**config.mk**
```make
export PLATFORM = sky130hd
export DESIGN_NAME = fp_mul_operand_packer
export DESIGN_NICKNAME = d
export VERILOG_FILES = /design/src/rtl/fp_fmt_pkg.sv /design/src/rtl/fp_mul_operand_packer_assembler.sv /design/src/rtl/fp_mul_operand_packer.sv
export SDC_FILE = /design/constraint.sdc
export NUM_CORES = 1
export LEC_CHECK = 0
export ABC_CLOCK_PERIOD_IN_PS = 3600
export BUFFER_PORTS_ARGS = -buffer_cell sky130_fd_sc_hd__buf_2
export CORE_UTILIZATION = 57
export DETAILED_ROUTE_END_ITERATION = 8
export PLACE_DENSITY = 0.85
export RECOVER_POWER = 25
export SETUP_SLACK_MARGIN = 0.2
export SYNTH_ARGS = -nofsm -noshare
export SYNTH_HDL_FRONTEND = slang
export SYNTH_SLANG_ARGS = --single-unit
```
**constraint.sdc**
```tcl
create_clock -name CLK -period 3.6 [get_ports CLK]
set_clock_uncertainty 0.2 [all_clocks]
set_input_delay 0.36 -clock CLK [delete_from_list [all_inputs] [get_ports CLK]]
set_output_delay 0.36 -clock CLK [all_outputs]
set_load 0.02 [all_outputs]
```
**src/rtl/fp_fmt_pkg.sv**
```systemverilog
// Format codes and lane-placement helpers shared by the FP multiplier operand
// packer and the downstream unpacker.
package fp_fmt_pkg;

    localparam int FMT_CFG_W = 3;

    typedef enum logic [FMT_CFG_W-1:0] {
        FMT_FP32     = 3'd0,
        FMT_TF32     = 3'd1,
        FMT_FP16     = 3'd2,
        FMT_BF16     = 3'd3,
        FMT_FP8_E4M3 = 3'd4,
        FMT_FP8_E5M2 = 3'd5
    } fp_fmt_e;

    // Zero marks an unsupported code.
    function automatic logic [2:0] lanes_per_word(input logic [FMT_CFG_W-1:0] cfg);
        case (cfg)
            FMT_FP32, FMT_TF32:         return 3'd1;
            FMT_FP16, FMT_BF16:         return 3'd2;
            FMT_FP8_E4M3, FMT_FP8_E5M2: return 3'd4;
            default:                    return 3'd0;
        endcase
    endfunction

    function automatic logic [31:0] lane_insert(input logic [31:0] word,
                                                input logic [31:0] elem,
                                                input logic [1:0]  idx,
                                                input logic [FMT_CFG_W-1:0] cfg);
        logic [31:0] r;
        r = word;
        case (cfg)
            FMT_FP32:                   r = elem;
            FMT_TF32:                   r = {elem[18:0], 13'b0};
            FMT_FP16, FMT_BF16:         r[{idx[0], 4'b0} +: 16] = elem[15:0];
            FMT_FP8_E4M3, FMT_FP8_E5M2: r[{idx, 3'b0} +: 8] = elem[7:0];
            default:                    r = word;
        endcase
        return r;
    endfunction

endpackage

```
**src/rtl/fp_mul_operand_packer_assembler.sv**
```systemverilog
// Per-operand word assembly: holds the partial word, merges the incoming
// element into its lane and produces the lane mask for a closing word.
module fp_lane_assembler
    import fp_fmt_pkg::*;
(
    input  logic                 clk,
    input  logic                 rst,
    input  logic                 load,
    input  logic                 clear,
    input  logic [1:0]           idx,
    input  logic [FMT_CFG_W-1:0] cfg,
    input  logic [31:0]          elem,
    input  logic [1:0]           fill,
    output logic [31:0]          held,
    output logic [31:0]          merged,
    output logic [3:0]           mask
);

    logic [31:0] asm_word;

    assign held   = asm_word;
    assign merged = lane_insert(asm_word, elem, idx, cfg);

    // fill is the index of the highest populated lane
    always_comb begin
        mask = 4'b0001;
        case (fill)
            2'd0: mask = 4'b0001;
            2'd1: mask = 4'b0011;
            2'd2: mask = 4'b0111;
            2'd3: mask = 4'b1111;
            default: mask = 4'b0001;
        endcase
    end

    always_ff @(posedge clk) begin
        if (rst || clear)
            asm_word <= '0;
        else if (load)
            asm_word <= merged;
    end

endmodule

```
**src/rtl/fp_mul_operand_packer.sv**
```systemverilog
// Packs scalar FP operand pairs into 32-bit lane words for the multi-format
// multiplier, with a single registered output stage.
module fp_mul_operand_packer
    import fp_fmt_pkg::*;
#(
    parameter int CONFIG_WIDTH = FMT_CFG_W
) (
    input  logic                    CLK,
    input  logic                    RST,
    input  logic                    IN_VALID,
    output logic                    IN_READY,
    input  logic [31:0]             IN_A,
    input  logic [31:0]             IN_B,
    input  logic [CONFIG_WIDTH-1:0] IN_CFG,
    input  logic                    IN_LAST,
    output logic                    OUT_VALID,
    input  logic                    OUT_READY,
    output logic [31:0]             OUT_IN1,
    output logic [31:0]             OUT_IN2,
    output logic [CONFIG_WIDTH-1:0] OUT_CONFIG_FP,
    output logic [3:0]              OUT_LANE_MASK,
    output logic                    ILLEGAL_CFG
);

    logic [1:0]              cnt;
    logic [CONFIG_WIDTH-1:0] asm_cfg;
    logic [2:0]              lanes;
    logic legal, closing, flush_pending, slot_free;
    logic accept, take, close, grow, flush;
    logic [1:0]  fill;
    logic [31:0] held1, held2, merged1, merged2;
    logic [3:0]  mask1, mask2;

    assign lanes     = lanes_per_word(IN_CFG);
    assign legal     = (lanes != 3'd0);
    assign closing   = legal & (({1'b0, cnt} == lanes - 3'd1) | IN_LAST);
    // Unsupported codes are dropped, so they never force a flush of the partial word.
    assign flush_pending = IN_VALID & legal & (cnt != 2'd0) & (IN_CFG != asm_cfg);
    assign slot_free = !OUT_VALID | OUT_READY;

    assign IN_READY = !RST & !flush_pending & (!closing | slot_free);

    assign accept = IN_VALID & IN_READY;
    assign take   = accept & legal;
    assign close  = take & closing;
    assign grow   = take & !closing;
    assign flush  = flush_pending & slot_free & !RST;
    assign fill   = flush ? cnt - 2'd1 : cnt;

    fp_lane_assembler u_op1 (
        .clk(CLK), .rst(RST), .load(grow), .clear(close | flush),
        .idx(cnt), .cfg(IN_CFG), .elem(IN_A), .fill(fill),
        .held(held1), .merged(merged1), .mask(mask1)
    );

    fp_lane_assembler u_op2 (
        .clk(CLK), .rst(RST), .load(grow), .clear(close | flush),
        .idx(cnt), .cfg(IN_CFG), .elem(IN_B), .fill(fill),
        .held(held2), .merged(merged2), .mask(mask2)
    );

    always_ff @(posedge CLK) begin
        if (RST) begin
            cnt         <= '0;
            asm_cfg     <= '0;
            ILLEGAL_CFG <= 1'b0;
        end else begin
            if (close || flush)
                cnt <= '0;
            else if (grow)
                cnt <= cnt + 2'd1;
            if (grow)
                asm_cfg <= IN_CFG;
            if (accept && !legal)
                ILLEGAL_CFG <= 1'b1;
        end
    end

    // Both assemblers see the same fill, so their masks agree lane for lane.
    always_ff @(posedge CLK) begin
        if (RST) begin
            OUT_VALID     <= 1'b0;
            OUT_IN1       <= '0;
            OUT_IN2       <= '0;
            OUT_CONFIG_FP <= '0;
            OUT_LANE_MASK <= '0;
        end else if (close) begin
            OUT_VALID     <= 1'b1;
            OUT_IN1       <= merged1;
            OUT_IN2       <= merged2;
            OUT_CONFIG_FP <= IN_CFG;
            OUT_LANE_MASK <= mask1 & mask2;
        end else if (flush) begin
            OUT_VALID     <= 1'b1;
            OUT_IN1       <= held1;
            OUT_IN2       <= held2;
            OUT_CONFIG_FP <= asm_cfg;
            OUT_LANE_MASK <= mask1 & mask2;
        end else if (OUT_READY) begin
            OUT_VALID     <= 1'b0;
        end
    end

endmodule
```
# --- Word-level counts from Yosys, hierarchy flattened ---
# Cells that the tools add are included.
# W data, S select, Z words.
classes:
  n_addsub: 5
  eq_ne: 10
  shift: 6
  muxes: 20
  bitwise: 17
  reduce_logical: 18
op_table:
  columns: ["operator", "n"]
  rows:
  - ["$pmux W32 S4", 2]
  - ["$bwmux W32", 4]
  - ["$mux W32", 4]
  - ["$shiftx A16 B7 Y32", 2]
  - ["$shiftx A8 B7 Y32", 2]
  - ["$shift A16 B7 Y32 const A", 1]
  - ["$shift A8 B7 Y32 const A", 1]
  - ["$pmux W4 S4", 1]
  - ["$neg A5 Y7", 2]
  - ["$and A1 B1 Y1", 12]
  - ["$pmux W3 S3", 1]
  - ["$mux W4", 2]
  - ["$reduce_or A2 Y1", 4]
  - ["$eq A3 B2 Y1 const B", 2]
  - ["$eq A3 B3 Y1 const B", 2]
  - ["$mux W3", 2]
  - ["$reduce_bool A3 Y1", 2]
  - ["$logic_not A1 Y1", 5]
  - ["$and A4 B4 Y4", 1]
  - ["$eq A2 B2 Y1 const B", 2]
  - ["$or A1 B1 Y1", 4]
  - ["$reduce_bool A2 Y1", 2]
  - ["$eq A2 B3 Y1", 1]
  - ["$eq A3 B1 Y1 const B", 1]
  - ["other kinds (11)", 14]
totals:
  ff_bits: 142
  in_bits: 72
  output_inout_bits: 74
  wordCells: 86

# --- Logic depth before layout (Yosys ltp) ---
depth:
  depth_word: 15
  depth_mapped: 15
  depth_no_buf: 9

# --- By module ---
# A second synthesis with hierarchy kept.
unflattened:
  hier_cells: 1057
  hier_area_um2: 8569.5
by_module_without_submodules:
  columns: ["module", "instances", "cells_each", "area_per_inst_um2", "seq_area_each_um2"]
  rows:
  - ["fp_mul_operand_packer", 1, 474, 3873.7, 1561.5]
  - ["fp_lane_assembler (u_op1)", 1, 297, 2369.8, 640.6]
  - ["fp_lane_assembler (u_op2)", 1, 286, 2326.0, 640.6]

# --- Least setup slack after synthesis ---
# Ideal clock, no wire load.
synth_timing:
  path_kind: "input to output"
  startpoint: "input port IN_CFG[1]"
  endpoint: "output port IN_READY"
  arrival_time_ns: 2.709
  required_ns: 3.040
  slack_ns: 0.331
  stages: 10
  n_path_buf: 3
  path_cell_list: "buf_2 > buf_2 > nor2_2 > inv_2 > clkbuf_1 > ha_1 > and4_1 > a311oi_4 > o22ai_1 > a21oi_1"
synth_between:
  elab_chain_cells: 10
  word_cells_on_any_way: 24
  classes_between: "add/sub (1); eq/ne (7); mux (1); bitwise (8); reduce/logical (7)"
synth_lines:
  columns: ["item", "line_no", "rtl"]
  rows:
  - ["start, declared", "fp_mul_operand_packer.sv:14", "input logic [CONFIG_WIDTH-1:0] IN_CFG,"]
  - ["$eq A3 B3 Y1, or another cell as far along", "fp_fmt_pkg.sv:18", "case (cfg)"]
  - ["$reduce_or A2 Y1", "fp_fmt_pkg.sv:18", null]
  - ["$pmux W3 S3", "fp_fmt_pkg.sv:18", null]
  - ["$sub A3 B1 Y3 or $reduce_bool A3 Y1 (tied branches)", "fp_mul_operand_packer.sv:36, fp_mul_operand_packer.sv:35", null]
  - ["$eq A2 B3 Y1 or $and A1 B1 Y1 (tied branches)", "fp_mul_operand_packer.sv:36, fp_mul_operand_packer.sv:38", null]
  - ["$or A1 B1 Y1 or $and A1 B1 Y1 (tied branches)", "fp_mul_operand_packer.sv:36, fp_mul_operand_packer.sv:38", null]
  - ["$and A1 B1 Y1, on equally long branches", "fp_mul_operand_packer.sv:36, fp_mul_operand_packer.sv:38", null]
  - ["$logic_not A1 Y1", "fp_mul_operand_packer.sv:41", "assign IN_READY = !RST & !flush_pending & (!closing | slot_free);"]
  - ["$or A1 B1 Y1 or $and A1 B1 Y1 (tied branches)", "fp_mul_operand_packer.sv:41", null]
  - ["$and A1 B1 Y1 (*)", "fp_mul_operand_packer.sv:41", null]
  - ["end, declared", "fp_mul_operand_packer.sv:11", "output logic IN_READY,"]
# Mark *: on every way between the ends. The rest lies on a longest branch, timed or not.

# --- Final worst setup path ---
layout_timing:
  startpoint: "input port IN_CFG[2]"
  endpoint: "output port IN_READY"
# The elaborated chain is that of the path after synthesis.

==> out/qor.txt <==
critical-path cell list = buf_2, inv_2, nor2_2, inv_1, ha_1, and4_1, a311oi_4, o22ai_1, a21oi_1, buf_2
vias in the first global route = 7905
PD cells = 446 mW/mm2
Max clock buf depth = 2
post-synthesis simple-gate area fraction = 16.4%
crit path capture type = primary output
outcome = finished, final reports clean
initial antenna violation count = 0
xor/xnor cell area share of the yosys netlist = 0.518%
Avg Inst Size Synth = 8.60 um2
most frequent cells in the layout = 142 x dfxtp_1, 135 x nor2_1, 92 x buf_2, 87 x mux2i_1, 64 x a211oi_1
Placed Area = 0.00916 mm2
vias = 8529
post-layout minimum cycle time = 3.17 ns
clk_lat worst skew = 0.44 ns
largest net degree at the start of global routing = 78
Avg WL per Cell = 21.2 um
TritonCTS buffer count = 17
Slew Viols, Final = 0
pre-CTS setup slack = 0.357 ns
CTS H-Tree Depth = 4
Detailed Route Iter0 Violations = 1118
die extent in x = 124 um
Ant. Diodes = 0
post-synthesis cell type count = 62
commonest non-fill, non-tap cell in the layout = dfxtp_1
DR DRC count = 0
layout cells sized above 1 = 21.3%
final setup violation count = 0
Layout Utilization = 67.1%
Worst VDD drop = 0.339 mV
clock sinks = 142
first-pass GRT wire length = 41.4 mm
Least-Margin Pin Slew = 1.07 ns
hold_buf cts = 0
worst hold slack = 0.0247 ns
total die area = 0.0153 mm2
post-cts sizing count = 0
most used cell along the critical path = buf_2
# Post-CTS Setup Buffers = 0
Pwr Total = 4.35 mW
mux contribution to synthesized area = 13.8%
sequential fraction of the synthesis area = 33.6%
relative slew slack = 28.4%
core region area = 0.0145 mm2
max-cap viol count = 0
Final Hold Vio Count = 0
Initial Utilization = 58.2%
Clock Tree Root = clkbuf_16
Post-Synthesis Cell Area = 0.00846 mm2
largest family of logic cells by synthesized area = compound AO/OA/AOI/OAI gates
placed cells = 1233
syn nets = 1062
Tcrit/Tclk final = 88.0%
Yosys reg bits = 142
gr ovfl total = 0
GRT Total Usage = 35.2%
Max Fanout on Critical Path = 15
Synth Instances = 984
compound-cell area share of the yosys netlist = 27.3%
Final Non-Filler Cells = 1265
Buf/Inv on CP = 4
vias per std cell = 6.74
Ys Warns = 0
RSZ-0062 raised after global routing = false
drt total wl = 26.8 mm
Worst path max stage delay = 0.45 ns
worst path arrival time = 2.61 ns
Detail Route Antenna Nets = 0
design area = 0.00975 mm2
top_reg_cell synth = dfxtp_1
num rows = 44
clock slew at reported path FFs = 0.06 ns
post-route setup slack = 0.431 ns
critical-path cell with the highest stage delay = a311oi_4
family with the most delay on the worst path = compound AO/OA/AOI/OAI gates
# nets final = 1146
fmax = 0.316 GHz
port bufs = 145
Required @ worst endpoint = 3.04 ns
Final TNS setup = 0 ns
IO Pins = 146
ys async rst share = 0%
Worst Hold Class = input pin to flop
Placer Congestion = 0.873
adder-cell area share of the yosys netlist = 0.887%
Syn-to-layout area delta = 15.2%
startpoint class of the critical path = input pin
placed wire-length estimate = 17.0 mm
Post-synth EDFFs = 0
leak pwr = 3.85 nW
CTS tree = yes
DIE HEIGHT = 124 um
Pre-antenna DRT Iters = 7
kind of critical path = input pin to primary output
cell usage after synthesis, drive strengths merged, types with 3 or more instances:
cell type  instances  area (um2)
o21ai             35         175
o22ai             20         125
xnor2              5        43.8
o2bb2ai            8        70.1
a2111oi           11         103
inv               21        78.8
a221oi            16         140
a22o              10        87.6
ha                 6        75.1
a221o              5        50.1
nand2b             5        31.3
nand2             35         131
nor3              61         355
o221ai             9        78.8
mux2i             87         871
a211oi            87         768
and3               5        31.3
a21o              11        82.6
or2                3        21.3
a21oi             40         204
and2               9        56.3
clkbuf            59         223
a222oi            18         180
nand3              9        55.1
nor2b             15        93.8
buf               50         330
o32ai              5        43.8
a22oi             15         113
dfxtp            142        2840
mux2              26         293
nor2             137         524
registers in the layout (all words and copies together), names as in the netlist:
register       flops
OUT_IN2           32
OUT_IN1           32
u_op2.held        32
u_op1.held        32
OUT_VALID          1
asm_cfg            3
OUT_LANE_MASK      4
ILLEGAL_CFG        1
OUT_CONFIG_FP      3
cnt                2
logic make-up (layout without fill, tap and decap cells):
group	count (synthesis)	after routing
buf+inv	131	228
flops	142	142
compound gates	299	299
fa+ha+maj	6	6
mux	113	113
xor+xnor	5	5
simple gates	288	288
where the power goes:
part | switching (mW) | internal, mW
clock | 0.724 | 1.25
combinational | 0.448 | 0.247
sequential | 0.0468 | 1.64
metal layers:
layer	GRT usage, %	part of all wire [%]	wire length [um]	vias up
li1	-	-	-	3851
met1	46.5	40	10800	3986
met2	53.0	44	11900	571
met3	7.46	11	2810	121
met4	20.2	4.7	1260	0
met5	0	0	0	-
worst reg2reg max path, stage by stage (launching register included):
cell     delay [ns]
dfxtp_1        0.50
inv_1          0.15
ha_1           0.30
a31o_2         0.46
a21oi_2        0.23
or2_4          0.85
nor3_1         0.20
layout make-up:
class,instances,area (um2)
clock inverters,14,216
repair buffers,174,927
fillers,1198,4790
flip-flops and latches,142,2840
multi-input cells,711,5010
inverters,22,82.6
clock buffers,18,439
well taps,184,230
final timing paths:
| kind | from | end | slack (ns) | cells after the start |
|---|---|---|---|---|
| min | IN_VALID | ILLEGAL_CFG$_SDFFE_PP0P_ | 0.02 | 3 |
| max reg2reg | cnt[1]$_SDFFE_PP0P_ | u_op1.held[26]$_SDFFE_PP0P_ | 0.56 | 6 |
| min reg2reg | u_op2.held[14]$_SDFFE_PP0P_ | u_op2.held[14]$_SDFFE_PP0P_ | 0.27 | 2 |
| max | IN_CFG[2] | IN_READY | 0.43 | 10 |
Power figures use the tool's default switching activity.
